==> config.mk <==
export PLATFORM = sky130hd
export DESIGN_NAME = exception_ctrl
export DESIGN_NICKNAME = d
export VERILOG_FILES = /design/src/rtl/exception_ctrl_pkg.sv /design/src/rtl/exc_prio_enc.sv /design/src/rtl/exception_ctrl.sv
export SDC_FILE = /design/constraint.sdc
export NUM_CORES = 1
export LEC_CHECK = 0
export ABC_CLOCK_PERIOD_IN_PS = 2600
export CELL_PAD_IN_SITES_DETAIL_PLACEMENT = 0
export CELL_PAD_IN_SITES_GLOBAL_PLACEMENT = 2
export CORE_AREA = 2 2 134 136
export CTS_CLUSTER_DIAMETER = 150
export DETAILED_ROUTE_END_ITERATION = 16
export DIE_AREA = 0 0 136 138
export GPL_TIMING_DRIVEN = 0
export PLACE_DENSITY_LB_ADDON = 0.1
export SKIP_LAST_GASP = 1
export SLEW_MARGIN = 10
export SYNTH_ARGS = -nofsm -noshare
export SYNTH_HDL_FRONTEND = slang
export SYNTH_SLANG_ARGS = --single-unit
==> constraint.sdc <==
create_clock -name clk -period 2.6 [get_ports clk]
set_clock_uncertainty 0.15 [all_clocks]
set_input_delay 0.52 -clock clk [delete_from_list [all_inputs] [get_ports clk]]
set_output_delay 0.52 -clock clk [all_outputs]
set_load 0.01 [all_outputs]
==> src/rtl/exception_ctrl_pkg.sv <==
// Shared types and defaults for the exception controller.
//   exc_state_t : controller states (IDLE -> COMMIT -> FLUSH -> REDIRECT).
//   exc_kind_t  : 3-bit event kind, listed in descending priority.
package exception_ctrl_pkg;

  localparam logic [31:0] EXC_VECTOR_DEFAULT   = 32'hBFC0_0380;
  localparam int unsigned FLUSH_CYCLES_DEFAULT = 2;

  typedef enum logic [1:0] {
    ST_IDLE,
    ST_COMMIT,
    ST_FLUSH,
    ST_REDIRECT
  } exc_state_t;

  typedef enum logic [2:0] {
    KIND_INT,
    KIND_OVF,
    KIND_SYS,
    KIND_BRK,
    KIND_ADEL,
    KIND_ADES,
    KIND_ERET
  } exc_kind_t;

endpackage

==> src/rtl/exc_prio_enc.sv <==
// Combinational priority encoder for MEM-stage events.
//   Inputs : int_pend and the decoded exception/eret flags.
//   Outputs: kind (highest-priority event), hit (any event present).
// Priority: int > overflow > syscall > break > adel > ades > eret, so an eret
// that shares an instruction with any exception is dropped.
module exc_prio_enc
  import exception_ctrl_pkg::*;
(
  input  logic      int_pend,
  input  logic      overflow,
  input  logic      syscall,
  input  logic      brk,
  input  logic      adel,
  input  logic      ades,
  input  logic      eret,
  output exc_kind_t kind,
  output logic      hit
);

  // NOTE: every output gets a default first so no path through the
  // if-chain leaves a value unassigned and infers a latch.
  always_comb begin
    hit  = 1'b1;
    kind = KIND_INT;
    if (int_pend)      kind = KIND_INT;
    else if (overflow) kind = KIND_OVF;
    else if (syscall)  kind = KIND_SYS;
    else if (brk)      kind = KIND_BRK;
    else if (adel)     kind = KIND_ADEL;
    else if (ades)     kind = KIND_ADES;
    else if (eret)     kind = KIND_ERET;
    else               hit  = 1'b0;
  end

endmodule

==> src/rtl/exception_ctrl.sv <==
// Exception / interrupt / ERET sequencer sitting next to CP0.
//   MEM-stage inputs : mem_valid_i, mem_pc_i, mem_delayslot_i, decoded events.
//   CP0 inputs       : cp0_status_i, cp0_cause_i, cp0_epc_i, timer_int_i.
//   CP0 outputs      : *_flag_o one-cycle pulses with exc_pc_o/exc_delayslot_o.
//   Pipeline outputs : stall_o, flush_o.
//   Fetch handshake  : redirect_valid_o/redirect_pc_o, redirect_ready_i.
// An accepted event walks COMMIT (flag pulse) -> FLUSH -> REDIRECT; the
// pipeline is stalled until the redirect is accepted.
module exception_ctrl
  import exception_ctrl_pkg::*;
#(
  parameter logic [31:0] EXC_VECTOR   = EXC_VECTOR_DEFAULT,
  parameter int unsigned FLUSH_CYCLES = FLUSH_CYCLES_DEFAULT
) (
  input  logic        clk,
  input  logic        rst,
  input  logic        mem_valid_i,
  input  logic [31:0] mem_pc_i,
  input  logic        mem_delayslot_i,
  input  logic        mem_syscall_i,
  input  logic        mem_break_i,
  input  logic        mem_overflow_i,
  input  logic        mem_adel_i,
  input  logic        mem_ades_i,
  input  logic        mem_eret_i,
  input  logic [31:0] cp0_status_i,
  input  logic [31:0] cp0_cause_i,
  input  logic [31:0] cp0_epc_i,
  input  logic        timer_int_i,
  output logic        syscall_flag_o,
  output logic        break_flag_o,
  output logic        overflow_flag_o,
  output logic        adel_flag_o,
  output logic        ades_flag_o,
  output logic        int_flag_o,
  output logic        eret_flag_o,
  output logic [31:0] exc_pc_o,
  output logic        exc_delayslot_o,
  output logic        stall_o,
  output logic        flush_o,
  output logic        redirect_valid_o,
  output logic [31:0] redirect_pc_o,
  input  logic        redirect_ready_i
);

  // FLUSH state covers the flush cycles after the COMMIT cycle.
  localparam logic [3:0] FLUSH_EXTRA = 4'(FLUSH_CYCLES - 1);

  exc_state_t  state_q, state_d;
  exc_kind_t   kind_q, kind_hit;
  logic [31:0] pc_q, target_q;
  logic        ds_q;
  logic [3:0]  cnt_q, cnt_d;
  logic        hit, accept, int_pend;
  logic [7:0]  ip_eff;

  // Timer interrupt shares IP[7] with the hardware line in Cause.
  assign ip_eff   = cp0_cause_i[15:8] | {timer_int_i, 7'b0};
  assign int_pend = cp0_status_i[0] & ~cp0_status_i[1] & |(ip_eff & cp0_status_i[15:8]);

  logic unused_cp0_bits;
  assign unused_cp0_bits = ^{cp0_status_i[31:16], cp0_status_i[7:2],
                             cp0_cause_i[31:16], cp0_cause_i[7:0]};

  exc_prio_enc u_prio (
    .int_pend (int_pend),
    .overflow (mem_overflow_i),
    .syscall  (mem_syscall_i),
    .brk      (mem_break_i),
    .adel     (mem_adel_i),
    .ades     (mem_ades_i),
    .eret     (mem_eret_i),
    .kind     (kind_hit),
    .hit      (hit)
  );

  // Events in any other state are ignored; pending interrupts simply stay
  // asserted in CP0 and are seen again at the next IDLE cycle.
  assign accept = (state_q == ST_IDLE) && mem_valid_i && hit;

  // NOTE: sequential state uses non-blocking assignments so every register
  // samples the pre-edge values, independent of statement order.
  always_ff @(posedge clk) begin
    if (rst) begin
      state_q  <= ST_IDLE;
      kind_q   <= KIND_INT;
      pc_q     <= '0;
      ds_q     <= 1'b0;
      target_q <= '0;
      cnt_q    <= '0;
    end else begin
      state_q <= state_d;
      cnt_q   <= cnt_d;
      if (accept) begin
        kind_q   <= kind_hit;
        pc_q     <= mem_pc_i;
        ds_q     <= mem_delayslot_i;
        target_q <= (kind_hit == KIND_ERET) ? cp0_epc_i : EXC_VECTOR;
      end
    end
  end

  always_comb begin
    state_d          = state_q;
    cnt_d            = cnt_q;
    syscall_flag_o   = 1'b0;
    break_flag_o     = 1'b0;
    overflow_flag_o  = 1'b0;
    adel_flag_o      = 1'b0;
    ades_flag_o      = 1'b0;
    int_flag_o       = 1'b0;
    eret_flag_o      = 1'b0;
    exc_pc_o         = '0;
    exc_delayslot_o  = 1'b0;
    flush_o          = 1'b0;
    redirect_valid_o = 1'b0;
    redirect_pc_o    = '0;
    stall_o          = (state_q != ST_IDLE);

    unique case (state_q)
      ST_IDLE: begin
        if (accept) state_d = ST_COMMIT;
      end
      ST_COMMIT: begin
        flush_o         = 1'b1;
        exc_pc_o        = pc_q;
        exc_delayslot_o = ds_q;
        unique case (kind_q)
          KIND_INT:  int_flag_o      = 1'b1;
          KIND_OVF:  overflow_flag_o = 1'b1;
          KIND_SYS:  syscall_flag_o  = 1'b1;
          KIND_BRK:  break_flag_o    = 1'b1;
          KIND_ADEL: adel_flag_o     = 1'b1;
          KIND_ADES: ades_flag_o     = 1'b1;
          default:   eret_flag_o     = 1'b1;
        endcase
        if (FLUSH_EXTRA == 4'd0) begin
          state_d = ST_REDIRECT;
        end else begin
          state_d = ST_FLUSH;
          cnt_d   = FLUSH_EXTRA - 4'd1;
        end
      end
      ST_FLUSH: begin
        flush_o = 1'b1;
        if (cnt_q == 4'd0) state_d = ST_REDIRECT;
        else               cnt_d   = cnt_q - 4'd1;
      end
      default: begin
        redirect_valid_o = 1'b1;
        redirect_pc_o    = target_q;
        if (redirect_ready_i) state_d = ST_IDLE;
      end
    endcase
  end

endmodule

==> metrics.txt <==
status=complete, no violations; Cell Pwr Density=a little under 700 nW/um2; global-route wire length before repair=roughly 18,000 um; Detailed Routing Iterations Pass 1=4; sum of net half-perimeters after detailed placement=between 8000 and 9000 um; area share of the largest cell type after synthesis=roughly 46%; most area-hungry cell type in the Yosys netlist=sky130_fd_sc_hd__dfxtp_1; count of pins over their slew limit=0; number of global-route vias before repair=~3.4k; most repeated cell in the gate-level netlist after synthesis=sky130_fd_sc_hd__dfxtp_1; Async SR Flop Fraction=0%; relative slew slack=approximately three fifths; area share of and/or/nand/nor cells after synthesis=between 20% and 30%; total chip power=3921 uW; top cells by area, synth=sky130_fd_sc_hd__dfxtp_1, sky130_fd_sc_hd__and2_1, sky130_fd_sc_hd__nand2_1, sky130_fd_sc_hd__a21oi_1, sky130_fd_sc_hd__a22o_1; highest-delay cell along the critical path=sky130_fd_sc_hd__clkdlybuf4s50_1; worst path buffer plus inverter count=3; number of routed nets with antenna violations=0; Core Rows=49; netlist area before placement=3254 um2; # H-tree levels=3; worst stage delay on the critical path=0.54 ns; wirelength, routed=approximately 11,000 um; Required @ worst endpoint=~1.9 ns; worst-case clock buffer depth=2; number of different library cells in the post-synthesis netlist=37; number of flops mapped to enable cells by yosys=0; number of stages on the worst hold path=2; Ports=between 200 and 250; Worst-Skew Late Latency=around 0.33 ns; number of antenna violations at the first check in global routing=0; total CTS buffers=9; average cell area after synthesis=8.587 um2; syn nets=around 530; fraction of synthesized area in multiplexers=less than 1%; max-cap violation count=0; remaining routing DRC violations=0; buffer type at the clock tree root=sky130_fd_sc_hd__clkbuf_16; input/output buffers=around 170; number of flip-flops and latches in the synthesized netlist=74; n_diodes=0; maximum resistive drop on vdd=286.2 uV; pin count of the biggest net entering global routing=13; critical path fanouts, max=10; die outline area=between 15,000 and 20,000 um2; R2R depth=8; static leakage=between 0.002 and 0.003 uW; Die X-Extent=136 um; Max Freq=~0.40 GHz; logic depth of the worst path, buffers included=5; clock-pin slew reported for the worst setup and hold paths after clock tree synthesis=roughly 0.060 ns; proportion of layout cells with a drive suffix above 1=roughly 8%; CTS tree=done; min Tclk post-route=approximately 2.5 ns; Setup crit start kind=flip-flop; worst hold margin=approximately 0.3 ns; average via count per standard cell=just over 4; dominant combinational cell family by area after synthesis=simple AND/OR/NAND/NOR gates; top flip-flop cell by instance count after synthesis=sky130_fd_sc_hd__dfxtp_1; layout overhead on the synthesized area=73.32%; Filler cells=~1.9k; xor/xnor cell area share of the yosys netlist=less than 1%; area of the core=17,530 um2; nets=about 700; total vias in the final route=approximately 3.2k; final number of setup-violating endpoints=0; area fraction in compound gates after synthesis=19.38%; Starting DRT DRC Count=83; remaining global-route overflow=0; total of warnings raised by yosys=0; final clock period utilization by the worst path=between 90% and 100%; RePlAce Congestion=0.7491; floorplan die height=around 140 um; Gate Count Post-Synth=approximately 380; CTS Sinks=74; Crit. End Element=output pin; Worst path top cell family by delay=buffers and inverters; Slew @ Worst Pin=slightly above 0.6 ns; worst endpoint data arrival time=about 1.8 ns; initial standard-cell utilization of the core=a little under a fifth; Tot GR Track Use=between 10% and 20%; critical path class=flip-flop to output pin; critical path, cell by cell=inv_2 > ha_4 > clkbuf_8 > and4b_1 > clkdlybuf4s50_1; sum of negative setup slack=0 ns; adder and majority cell fraction of the synthesized area=about 2.3%; sequential cell area fraction in the yosys report=a little under half; Min-Delay Path Class=flip-flop to flip-flop; routed wire length per instance=approximately 14 um; number of hold violations in the final report=0; most numerous cell types in the synthesized netlist=sky130_fd_sc_hd__dfxtp_1, sky130_fd_sc_hd__nand2_1, sky130_fd_sc_hd__and2_1
==> tightest hold or removal path, cell delays in order, from the launching register on <==
cell and delay, ns:
sky130_fd_sc_hd__dfxtp_1 0.30, sky130_fd_sc_hd__nand2_1 0.05, sky130_fd_sc_hd__a21oi_1 0.05
==> metal layers <==
metal	track usage [%]	vias up	part of all wire [%]
li1	-	1654	-
met1	14.75	1461	45
met2	20.05	111	46
met3	4.547	9	8.0
met4	3.618	0	1.2
met5	0	-	0
==> sequential cells by signal (all words and copies together) (netlist names) <==
| signal | count |
|---|---|
| cnt_q | 4 |
| target_q | 32 |
| kind_q | 3 |
| ds_q | 1 |
| pc_q | 32 |
| state_q | 2 |
==> logic make-up after synthesis <==
logic type | Yosys count
AOI/OAI and AO/OA | 87
xor gates and xnor gates | 2
adders and majority gates | 6
buffers and inverters | 35
DFF | 74
muxes | 1
and+or+nand+nor | 174
==> layout make-up <==
class | instances | area [um2] | area share [%]
multi-input cells | 270 | 1640 | 29.08
well taps | 229 | 286.5 | 5.080
clock inverters | 4 | 50.05 | 0.8873
inverters | 8 | 30.03 | 0.5324
flip-flops and latches | 74 | 1484 | 26.31
plain buffers | 27 | 180.2 | 3.194
clock buffers | 12 | 256.5 | 4.547
repair buffers | 168 | 1713 | 30.37
==> where the power goes <==
| part | switching [uW] | internal [uW] | leakage (uW) | total, uW |
|---|---|---|---|---|
| registers | 93.6 | 1300 | 0.000606 | 1400 |
| clock network | 488 | 794 | 0.000145 | 1280 |
| logic | 643 | 598 | 0.00178 | 1240 |
==> path summary, 6_finish.rpt <==
| check | startpoint | to | slack, ns |
|---|---|---|---|
| max | state_q[1] | ades_flag_o | 0.11 |
| max reg2reg | state_q[0] | target_q[25] | 0.34 |
| min | pc_q[12] | pc_q[12] | 0.30 |
| min reg2reg | pc_q[12] | pc_q[12] | 0.30 |
==> through the flow <==
stage	util (%)	cell area, um2	instances	setup slack (ns)
finish	32.17	5640	792	0.1132
global route	32.17	5640	792	-0.008286
CTS	31.80	5577	791	-0.05021
detailed placement	29.73	5213	775	-0.3247
global placement	29.73	5213	775	-0.3054
floorplan	-	3254	379	0.5051
==> layout by cell type (no fill, tap or decap), types with 9 or more instances in the layout <==
| cell | instances |
|---|---|
| sky130_fd_sc_hd__clkbuf_16 | 9 |
| sky130_fd_sc_hd__dlymetal6s2s_1 | 20 |
| sky130_fd_sc_hd__a22o_1 | 20 |
| sky130_fd_sc_hd__and2_1 | 65 |
| sky130_fd_sc_hd__nor2_1 | 9 |
| sky130_fd_sc_hd__dfxtp_1 | 72 |
| sky130_fd_sc_hd__o221a_1 | 10 |
| sky130_fd_sc_hd__nand2_1 | 70 |
| sky130_fd_sc_hd__dlygate4sd2_1 | 13 |
| sky130_fd_sc_hd__a21oi_1 | 36 |
| sky130_fd_sc_hd__clkdlybuf4s50_1 | 134 |
==> what timing repair did <==
item                       in CTS  in global routing
buffers inserted                0                  1
hold buffers                    0                  0
resized for setup              36                 29
setup endpoints to repair      68                 93
pin swaps                       0                  1
(Power assumes the default switching activity.)
